--- src/rtl/button_conditioner.sv ---
// rtl/button_conditioner.sv - per-channel synchronizer and debounce FSM producing level, press and release
module button_conditioner #(
   parameter int N         = 4,
   parameter int DB_CYCLES = 1_000_000
) (
   input  logic         clk,
   input  logic         rst_n,
   input  logic [N-1:0] btn_raw,
   output logic [N-1:0] btn_level,
   output logic [N-1:0] btn_press,
   output logic [N-1:0] btn_release
);

   localparam int            CW      = $clog2(DB_CYCLES);
   localparam logic [CW-1:0] CNT_MAX = CW'(DB_CYCLES - 1);

   typedef enum logic [1:0] {
      IDLE_LOW,
      WAIT_HIGH,
      HIGH,
      WAIT_LOW
   } state_t;

   genvar i;
   generate
      for (i = 0; i < N; i++) begin : g_ch
         logic          s1;
         logic          s2;
         state_t        state;
         logic [CW-1:0] cnt;
         logic          level_q;
         logic          press_q;
         logic          release_q;

         always_ff @(posedge clk) begin
            if (!rst_n) begin
               s1        <= 1'b0;
               s2        <= 1'b0;
               state     <= IDLE_LOW;
               cnt       <= '0;
               level_q   <= 1'b0;
               press_q   <= 1'b0;
               release_q <= 1'b0;
            end else begin
               s1        <= btn_raw[i];
               s2        <= s1;
               press_q   <= 1'b0;
               release_q <= 1'b0;
               case (state)
                  IDLE_LOW: begin
                     if (s2) begin
                        state <= WAIT_HIGH;
                        cnt   <= '0;
                     end
                  end
                  WAIT_HIGH: begin
                     // Any low sample restarts qualification from scratch.
                     if (!s2) begin
                        state <= IDLE_LOW;
                        cnt   <= '0;
                     end else if (cnt == CNT_MAX) begin
                        state   <= HIGH;
                        level_q <= 1'b1;
                        press_q <= 1'b1;
                     end else begin
                        cnt <= cnt + 1'b1;
                     end
                  end
                  HIGH: begin
                     if (!s2) begin
                        state <= WAIT_LOW;
                        cnt   <= '0;
                     end
                  end
                  WAIT_LOW: begin
                     if (s2) begin
                        state <= HIGH;
                        cnt   <= '0;
                     end else if (cnt == CNT_MAX) begin
                        state     <= IDLE_LOW;
                        level_q   <= 1'b0;
                        release_q <= 1'b1;
                     end else begin
                        cnt <= cnt + 1'b1;
                     end
                  end
                  default: begin
                     state <= IDLE_LOW;
                     cnt   <= '0;
                  end
               endcase
            end
         end

         assign btn_level[i]   = level_q;
         assign btn_press[i]   = press_q;
         assign btn_release[i] = release_q;
      end
   endgenerate

endmodule
--- config.mk ---
export PLATFORM = sky130hd
export DESIGN_NAME = button_conditioner
export DESIGN_NICKNAME = d
export VERILOG_FILES = /design/src/rtl/button_conditioner.sv
export SDC_FILE = /design/constraint.sdc
export NUM_CORES = 1
export LEC_CHECK = 0
export BUFFER_PORTS_ARGS = -buffer_cell sky130_fd_sc_hd__buf_4
export CORE_UTILIZATION = 35
export DETAILED_ROUTE_END_ITERATION = 16
export PLACE_DENSITY = 0.48
export SLEW_MARGIN = 0
export SYNTH_ARGS = -nofsm -noshare
export SYNTH_HDL_FRONTEND = slang
export SYNTH_SLANG_ARGS = --single-unit
export TNS_END_PERCENT = 10
--- constraint.sdc ---
create_clock -name clk -period 4.1 [get_ports clk]
set_clock_uncertainty 0.2 [all_clocks]
set_input_delay 0.205 -clock clk [delete_from_list [all_inputs] [get_ports clk]]
set_output_delay 0.205 -clock clk [all_outputs]
set_load 0.005 [all_outputs]
* Word-level counts from Yosys, hierarchy flattened *
Cells that the tools add are included.

storage, ports and cells
  word-level logic and storage cells = 189
  flip-flop bits (word level) = 108
  input bits = 6
  output and inout port bits = 12

operators by class
  $add $sub $neg = 4
  eq/ne operators = 48
  reduce and logical (&&, ||, !) cells = 28
  bitwise gates (word level) = 5
  mux-type cells = 76

operators with widths
  operator                                              number
  2-to-1 mux 20 bit                                     20
  one-hot mux 20 bit (4 select lines)                   4
  adder 20 x 1 -> 20 bit (second input constant)        4
  equality test 20 bit (second input constant)          4
  2-to-1 mux 2 bit                                      24
  inequality test 2 bit (second input constant)         24
  one-hot mux 2 bit (4 select lines)                    4
  inequality test 3 bit (second input constant)         8
  2-to-1 mux 1 bit                                      20
  AND reduction 5 bit                                   4
  equality test 2 bit (second input constant)           8
  AND reduction 4 bit                                   4
  AND reduction 3 bit                                   4
  OR reduction 3 bit                                    4
  equality test 2 x 1 -> 1 bit (second input constant)  4
  zero test 2 bit                                       4
  one-hot mux 1 bit (2 select lines)                    4
  AND reduction 2 bit                                   4
  nonzero test 2 bit                                    4
  inverter 1 bit                                        5

* Logic depth before layout (Yosys ltp) *
Gate-level depths: netlist (run 1).

  depth in word-level cells = 4
  gate-level depth with buffers = 7
  depth with buffers taken out = 6

* Worst setup path after synthesis (run 1) *
Ideal clock, no wire load.

  kind = flip-flop to flip-flop
  start point = reg g_ch[1].cnt[0]
  end point = reg g_ch[1].level_q
  setup time = 0.132 ns
  buffers on the path = 0
  stages on the path, launching flop included = 7
  setup slack = 2.047 ns
  clock period less this slack = 2.053 ns
  data required time = 3.768 ns
  data arrival time = 1.720 ns
  path through = dfxtp_1 ha_1 nand3_1 or2_2 nor3_1 mux2i_1 a21oi_1

between the ends
  longest elaborated chain between the ends = 3
  elaborated cells between the ends (all ways) = 4
  those cells by class = eq/ne (3); reduce/logical (1)

ends and longest elaborated chain
  element                          RTL line  source
  start: declaration               30        logic [CW-1:0] cnt;
  start signal: assignment         66        cnt <= cnt + 1'b1;
  start signal: assignment         84        cnt <= cnt + 1'b1;
  equality test 20 bit *           61, 79
  inequality test 2 bit (no line)  n/a
  AND reduction 5 bit (no line) *  n/a
  end signal: assignment           41        level_q <= 1'b0;
  end signal: assignment           63        level_q <= 1'b1;
  end signal: assignment           81        level_q <= 1'b0;
  end: declaration                 31        logic level_q;

Mark *: on every way between the ends. The rest lies on a longest branch, timed or not.
A chain may end at the register's enable or synchronous reset.

* Worst setup path in the final report (run 1) *
  start point = reg g_ch[1].cnt[14]
  end point = reg g_ch[1].level_q

Same word-level chain as after synthesis.

==> flow_summary_export.csv, run 1 <==
group,metric,value,unit
hold_path,hold_path_class,"in2reg",
cts,cts.reportedPaths.clkPinSlew,0.07,ns
layout,synthToLayoutAreaGrowth,9.60,%
yosys,synthesis.area,0.00537,mm2
layout,final_cell_mix,"dfxtp_1 (108), nor2_1 (63), nand2_1 (46), o21ai_0 (44)",
setup_path,crit_path_cell_trace,"nor4bb_1 -> nand4_1 -> nor3_1 -> mux2i_1 -> a21oi_1",
sta,hold-worst-slack,0.111,ns
power_and_ir_drop,combPwrFrac,3.6,%
routing,wirelength,12000,um
die,die_area,0.0158,mm2
yosys,ys_ff_latch,108,
grt,overflow,0,
outcome,outcome,"complete, no violations",
setup_path,start_kind,"flip-flop",
yosys,yosysSeqAreaShare,40.3,%
yosys,synth.avg_cell_area,8.15,um2
grt,grt_max_degree,43,
power_and_ir_drop,power_density,343,mW/mm2
cts,clk_latency,0.34,ns
sta,rsz0062_at_grt,"false",
die,io_pins,18,
layout,fin_area,0.00589,mm2
die,core,0.0148,mm2
sta,slew_headroom,35.6,%
setup_path,crit_type,"reg2reg",
power_and_ir_drop,p_leak,1.91,nW
sta,worst_pin_slew,0.959,ns
place,portBuffers,17,
layout,num-nets-final,663,
setup_path,worst_ep_required_time,4.11,ns
routing,ant_nets,0,
routing,firstDrtPassIters,4,
layout,final_common_cell,"dfxtp_1",
sta,fmax,0.404,GHz
power_and_ir_drop,p_sw_share,21.5,%
setup_path,cp_slowest_cell,"nor3_1",
routing,avgRoutedWirePerCell,14.2,um
flow_run,maxCapViolations,0,
power_and_ir_drop,seqPwrFrac,53.0,%
layout,num_antenna_cells,0,
cts,ctsResizeCount,0,
sta,hold_viol_final,0,
yosys,synth_area_leaders,"dfxtp_1 (40%), nor2_1 (4.4%), o21ai_0 (4.1%), a21oi_1 (3.9%), nand3_1 (3.9%)",
grt,antenna_found_initial,0,
setup_path,path_buf_inv,0,
sta,maxSlewViolCount,0,
place,place_area,0.00556,mm2
layout,drive_above_1_share,6.55,%
yosys,yosys_warnings,0,
power_and_ir_drop,p_clk_share,43.4,%
power_and_ir_drop,power_switching,434,uW
routing,drt_iter0_drc,460,
cts,cts_buffers,9,
die,die_x,126,um
sta,layout_setup_ws,1.63,ns
setup_path,crit_fanout,11,
yosys,synth_top_cell_by_area,"dfxtp_1",
power_and_ir_drop,peakVddDrop,195,uV
sta,fin_crit_sh,60.3,%
routing,vias,4649,
cts,cts_buffer_depth,2,
grt,grt_pass1_wl,20500,um
yosys,syn-num-nets,669,
setup_path,critPathMaxStageDelay,0.63,ns
power_and_ir_drop,intPower,1.59,mW
place,place_ws,1.66,ns
place,place.gp.congestion,0.820,
sta,fin_crit,2.47,ns
yosys,async_reset_ff_share,0,%
sta,setup_viol,0,
place,dp.final_hpwl,8140,um
cts,cts_tree,"yes",
cts,cts_max_level,3,
routing,vias_per_cell,5.53,
yosys,synth_top_area_share,40.3,%
yosys,synth_edf_count,0,
setup_path,critPathTopFamily,"simple AND/OR/NAND/NOR gates",
yosys,syn_inst,659,
yosys,yosys.cell_types.count,59,
cts,cts.sinks,108,
die,initial_core_util,36.4,%
die,row_count,44,
setup_path,critPathArrivalTime,2.48,ns
cts,root_buffer,"clkbuf_16",
routing,route.detailed.drc,0,
grt,groute.usage.overall,15.6,%
sta,fin_tns_setup,0,ns
yosys,ys.flop_type,"dfxtp_1",
grt,grt_pass1_vias,4243,
setup_path,cp-end-kind,"flip-flop",
power_and_ir_drop,p_total,2.02,mW
die,die_y,126,um
-- tightest hold or removal path, cell delays in order --
cell	delay [ns]
buf_4	0.24
nand2_1	0.11
nor3_1	0.04
-- metal layers --
| metal | up-vias | track usage, % | wire (um) |
|---|---|---|---|
| met5 | - | 0 | 0 |
| li1 | 2400 | - | - |
| met3 | 8 | 2.97 | 295 |
| met1 | 2183 | 21.3 | 6160 |
| met4 | 0 | 5.24 | 104 |
| met2 | 58 | 24.6 | 5400 |
-- through the flow --
stage	std cells	util, %
floorplan	659	-
global placement	822	37.7
detailed placement	822	37.7
CTS	840	39.9
global route	840	39.9
finish	840	39.9
-- registers in the layout, summed over array words and instances (netlist names), named ones only --
name	flops
g_ch.release_q	4
g_ch.s1	4
g_ch.cnt	80
g_ch.press_q	4
g_ch.s2	4
g_ch.state	4
g_ch.level_q	4
-- final timing paths --
check                           cells after the start       startpoint                 to  slack, ns
worst max-delay path                                5  g_ch[1].cnt[14]    g_ch[1].level_q       1.63
worst min-delay path                                3            rst_n  g_ch[1].release_q       0.11
worst max register to register                      5  g_ch[1].cnt[14]    g_ch[1].level_q       1.63
worst min register to register                      1       g_ch[3].s1         g_ch[3].s2       0.23
-- power by group through the flow --
stage / Clock (mW) / Sequential (mW) / Combinational, mW
after floorplan: 0 / 1.09 / 0.0525
after detailed placement: 0 / 1.09 / 0.0711
after CTS: 0.905 / 1.07 / 0.0745
final: 0.877 / 1.07 / 0.0731
after global placement: 0 / 1.09 / 0.0704
after global routing: 0.952 / 1.07 / 0.0825
-- cell families (layout without fill, tap and decap cells) --
logic type	Yosys count	in the layout	share of synthesized area, %
DFF	108	108	40.3
xor gates and xnor gates	33	33	5.52
buffers and inverters	56	53	4.78
and+or+nand+nor	300	300	30.3
muxes	6	6	1.12
adders and majority gates	4	4	0.932
AOI/OAI and AO/OA	152	152	17.1
-- final cells by class --
cell class	count	area, um2
repair buffers	25	198
flip-flops and latches	108	2160
inverters	14	52.6
clock inverters	2	35.0
multi-input cells	495	2950
well taps	184	230
fillers	1528	8870
clock buffers	12	256
-- Yosys cell counts, drive strengths merged (2+ instances only) --
cell type and instances:
or4 5, a311oi 2, nand4 26, or4b 2, mux2i 6, or3 14, nor2b 6, ha 4
nor2 63, inv 13, xor2 20, nand2 47, nor4b 4, nor4 10, dfxtp 108, o21a 3
xnor2 13, and3 15, nand3 42, a31oi 16, a21oi 42, nor4bb 6, a21o 3, nor3 25
a22o 2, clkbuf 29, o21ai 49, nor3b 4, or2 3, nand3b 3, o211ai 8, a32oi 3
o211a 2, a41oi 5, o21bai 2, and2 15, buf 13, o31ai 5, and4 8
-- repair_timing --
item	in CTS	in global routing
setup buffers	0	0
hold buffers	4	0
endpoints found under the setup margin	0	0
hold endpoints to repair	4	0
(Power assumes the default switching activity.)
==> inputs of run 2 (changes only) <==
Clock period 4.1 ns to 2.3 ns, I/O delays scaled along.
==> flow_summary_export.csv, run 2 (same netlist as run 1, synthesis figures left out) <==
group,metric,value,unit
setup_path,cp_slowest_cell,"dfxtp_1",
layout,fin_cells,865,
place,numPlacedInstances,844,
setup_path,path_buf_inv,0,
layout,synthToLayoutAreaGrowth,12.7,%
sta,slew_headroom,62.3,%
cts,cts_buffers,9,
die,core,0.0148,mm2
sta,fin_tns_setup,0,ns
place,place.gp.congestion,0.808,
grt,grtUsageMet3,3.40,%
power_and_ir_drop,p_leak,2.02,nW
setup_path,crit_path_start,"g_ch[0].cnt[0]",
setup_path,worst_ep_required_time,2.37,ns
sta,worst_pin_slew,0.564,ns
cts,cts_tree,"yes",
layout,largest_reg_flops,80,
routing,firstDrtPassIters,4,
layout,drive_above_1_share,9.54,%
sta,fin_crit_sh,92.6,%
place,dp.final_hpwl,8700,um
die,die_y,126,um
cts,root_buffer,"clkbuf_16",
grt,grt_max_degree,28,
outcome,outcome,"complete, no violations",
routing,wirelength,12400,um
grt,grt_pass1_vias,4451,
grt,antenna_found_initial,0,
sta,rsz0062_at_grt,"false",
sta,layout_setup_ws,0.171,ns
die,row_count,44,
flow_run,maxCapViolations,0,
routing,avgRoutedWirePerCell,14.4,um
layout,largest_register,"g_ch.cnt",
setup_path,critPathMaxStageDelay,0.41,ns
sta,maxSlewViolCount,0,
setup_path,cp-end-kind,"flip-flop",
routing,drt_iter0_drc,268,
grt,grt_pass1_wl,21500,um
grt,overflow,0,
die,die_area,0.0158,mm2
hold_path,min_from,"g_ch[3].s1",
cts,cts_max_level,3,
die,die_x,126,um
setup_path,start_kind,"flip-flop",
place,place_ws,0.225,ns
routing,vias,4784,
cts,cts_buffer_depth,2,
routing,route.detailed.drc,0,
cts,clk_latency,0.36,ns
routing,vias_per_cell,5.53,
place,portBuffers,17,
grt,groute.usage.overall,16.5,%
die,io_pins,18,
power_and_ir_drop,power_density,588,mW/mm2
layout,final_cell_mix,"dfxtp_1 (108), nor2_1 (63), nand2_1 (46), o21ai_0 (44), buf_4 (43)",
layout,final_common_cell,"dfxtp_1",
cts,postCtsSetupRepairBufs,0,
layout,num_antenna_cells,0,
cts,cts.reportedPaths.clkPinSlew,0.07,ns
sta,setup_viol,0,
grt,busiest_layer,"met2",
setup_path,crit_path_cell_trace,"ha_1 -> and4_1 -> nand2_1 -> nor2_1 -> nor3_1 -> a211oi_1",
setup_path,crit_type,"reg2reg",
layout,utilization,41.0,%
hold_path,hold_path_class,"reg2reg",
die,initial_core_util,36.4,%
setup_path,crit_fanout,6,
grt,met2_usage,26.9,%
layout,fillers,1501,
setup_path,timing.rr.start,"g_ch[0].cnt[0]",
layout,num-nets-final,686,
sta,fin_crit,2.13,ns
setup_path,critPathTopFamily,"simple AND/OR/NAND/NOR gates",
cts,cts.sinks,108,
grt,grt_util_met1,21.7,%
sta,fmax,0.470,GHz
setup_path,critPathArrivalTime,2.20,ns
power_and_ir_drop,peakVddDrop,381,uV
routing,ant_nets,0,
sta,hold_viol_final,0,
[run 2: cell types whose count changed in the layout (fill, tap and decap cells not counted), sizes merged]
cell         previous run  this run
buf                    21        43
bufinv                  1         0
clkbuf                 12        15
dlygate4sd3             4         5
[run 2: final timing paths]
check,endpoint,slack (ns),cells past startpoint
hold / removal,g_ch[3].s2,0.23,1
setup / recovery,g_ch[0].cnt[5],0.17,6
setup reg to reg,g_ch[0].cnt[5],0.17,6
hold reg to reg,g_ch[3].s2,0.23,1
[run 2: routing by layer]
metal  wire length, um  part of all wire (%)  vias up
met4               192                   1.5        0
li1                  -                     -     2431
met3               447                   3.6       21
met1              6150                    49     2253
met5                 0                     0        -
met2              5640                    45       79
[run 2: repair_timing]
action,CTS,global route
endpoints found under the hold margin,15,0
hold buffers,5,0
gates resized for setup,0,0
[run 2: through the flow]
step	hold slack, ns	instance area [um2]	total power [mW]
finish	0.234	6050	3.56
global route	0.255	6050	3.71
CTS	0.239	6050	3.62
detailed placement	0.125	5720	2.09
global placement	0.126	5720	2.09
floorplan	0.0423	5370	2.04
[run 2: final cells by class]
type / instances / area (um2) / area share, %
clock buffers: 15 / 278 / 4.59
clock inverters: 1 / 5.00 / 0.0827
inverters: 14 / 52.6 / 0.868
multi-input cells: 495 / 2950 / 48.8
flip-flops and latches: 108 / 2160 / 35.7
well taps: 184 / 230 / 3.80
repair buffers: 48 / 373 / 6.16
[run 2: power by group]
group	switching, mW	total (mW)	internal (mW)
clock	0.684	1.51	0.825
sequential	0.0203	1.91	1.89
combinational	0.0863	0.142	0.0557
total	0.790	3.56	2.77
[run 2: worst register-to-register path: cells and delay by family, from the launching register on]
family	cells	cell delay, ns
and+or+nand+nor	4	0.93
DFF	1	0.41
adders and majority gates	1	0.25
AOI/OAI and AO/OA	1	0.25
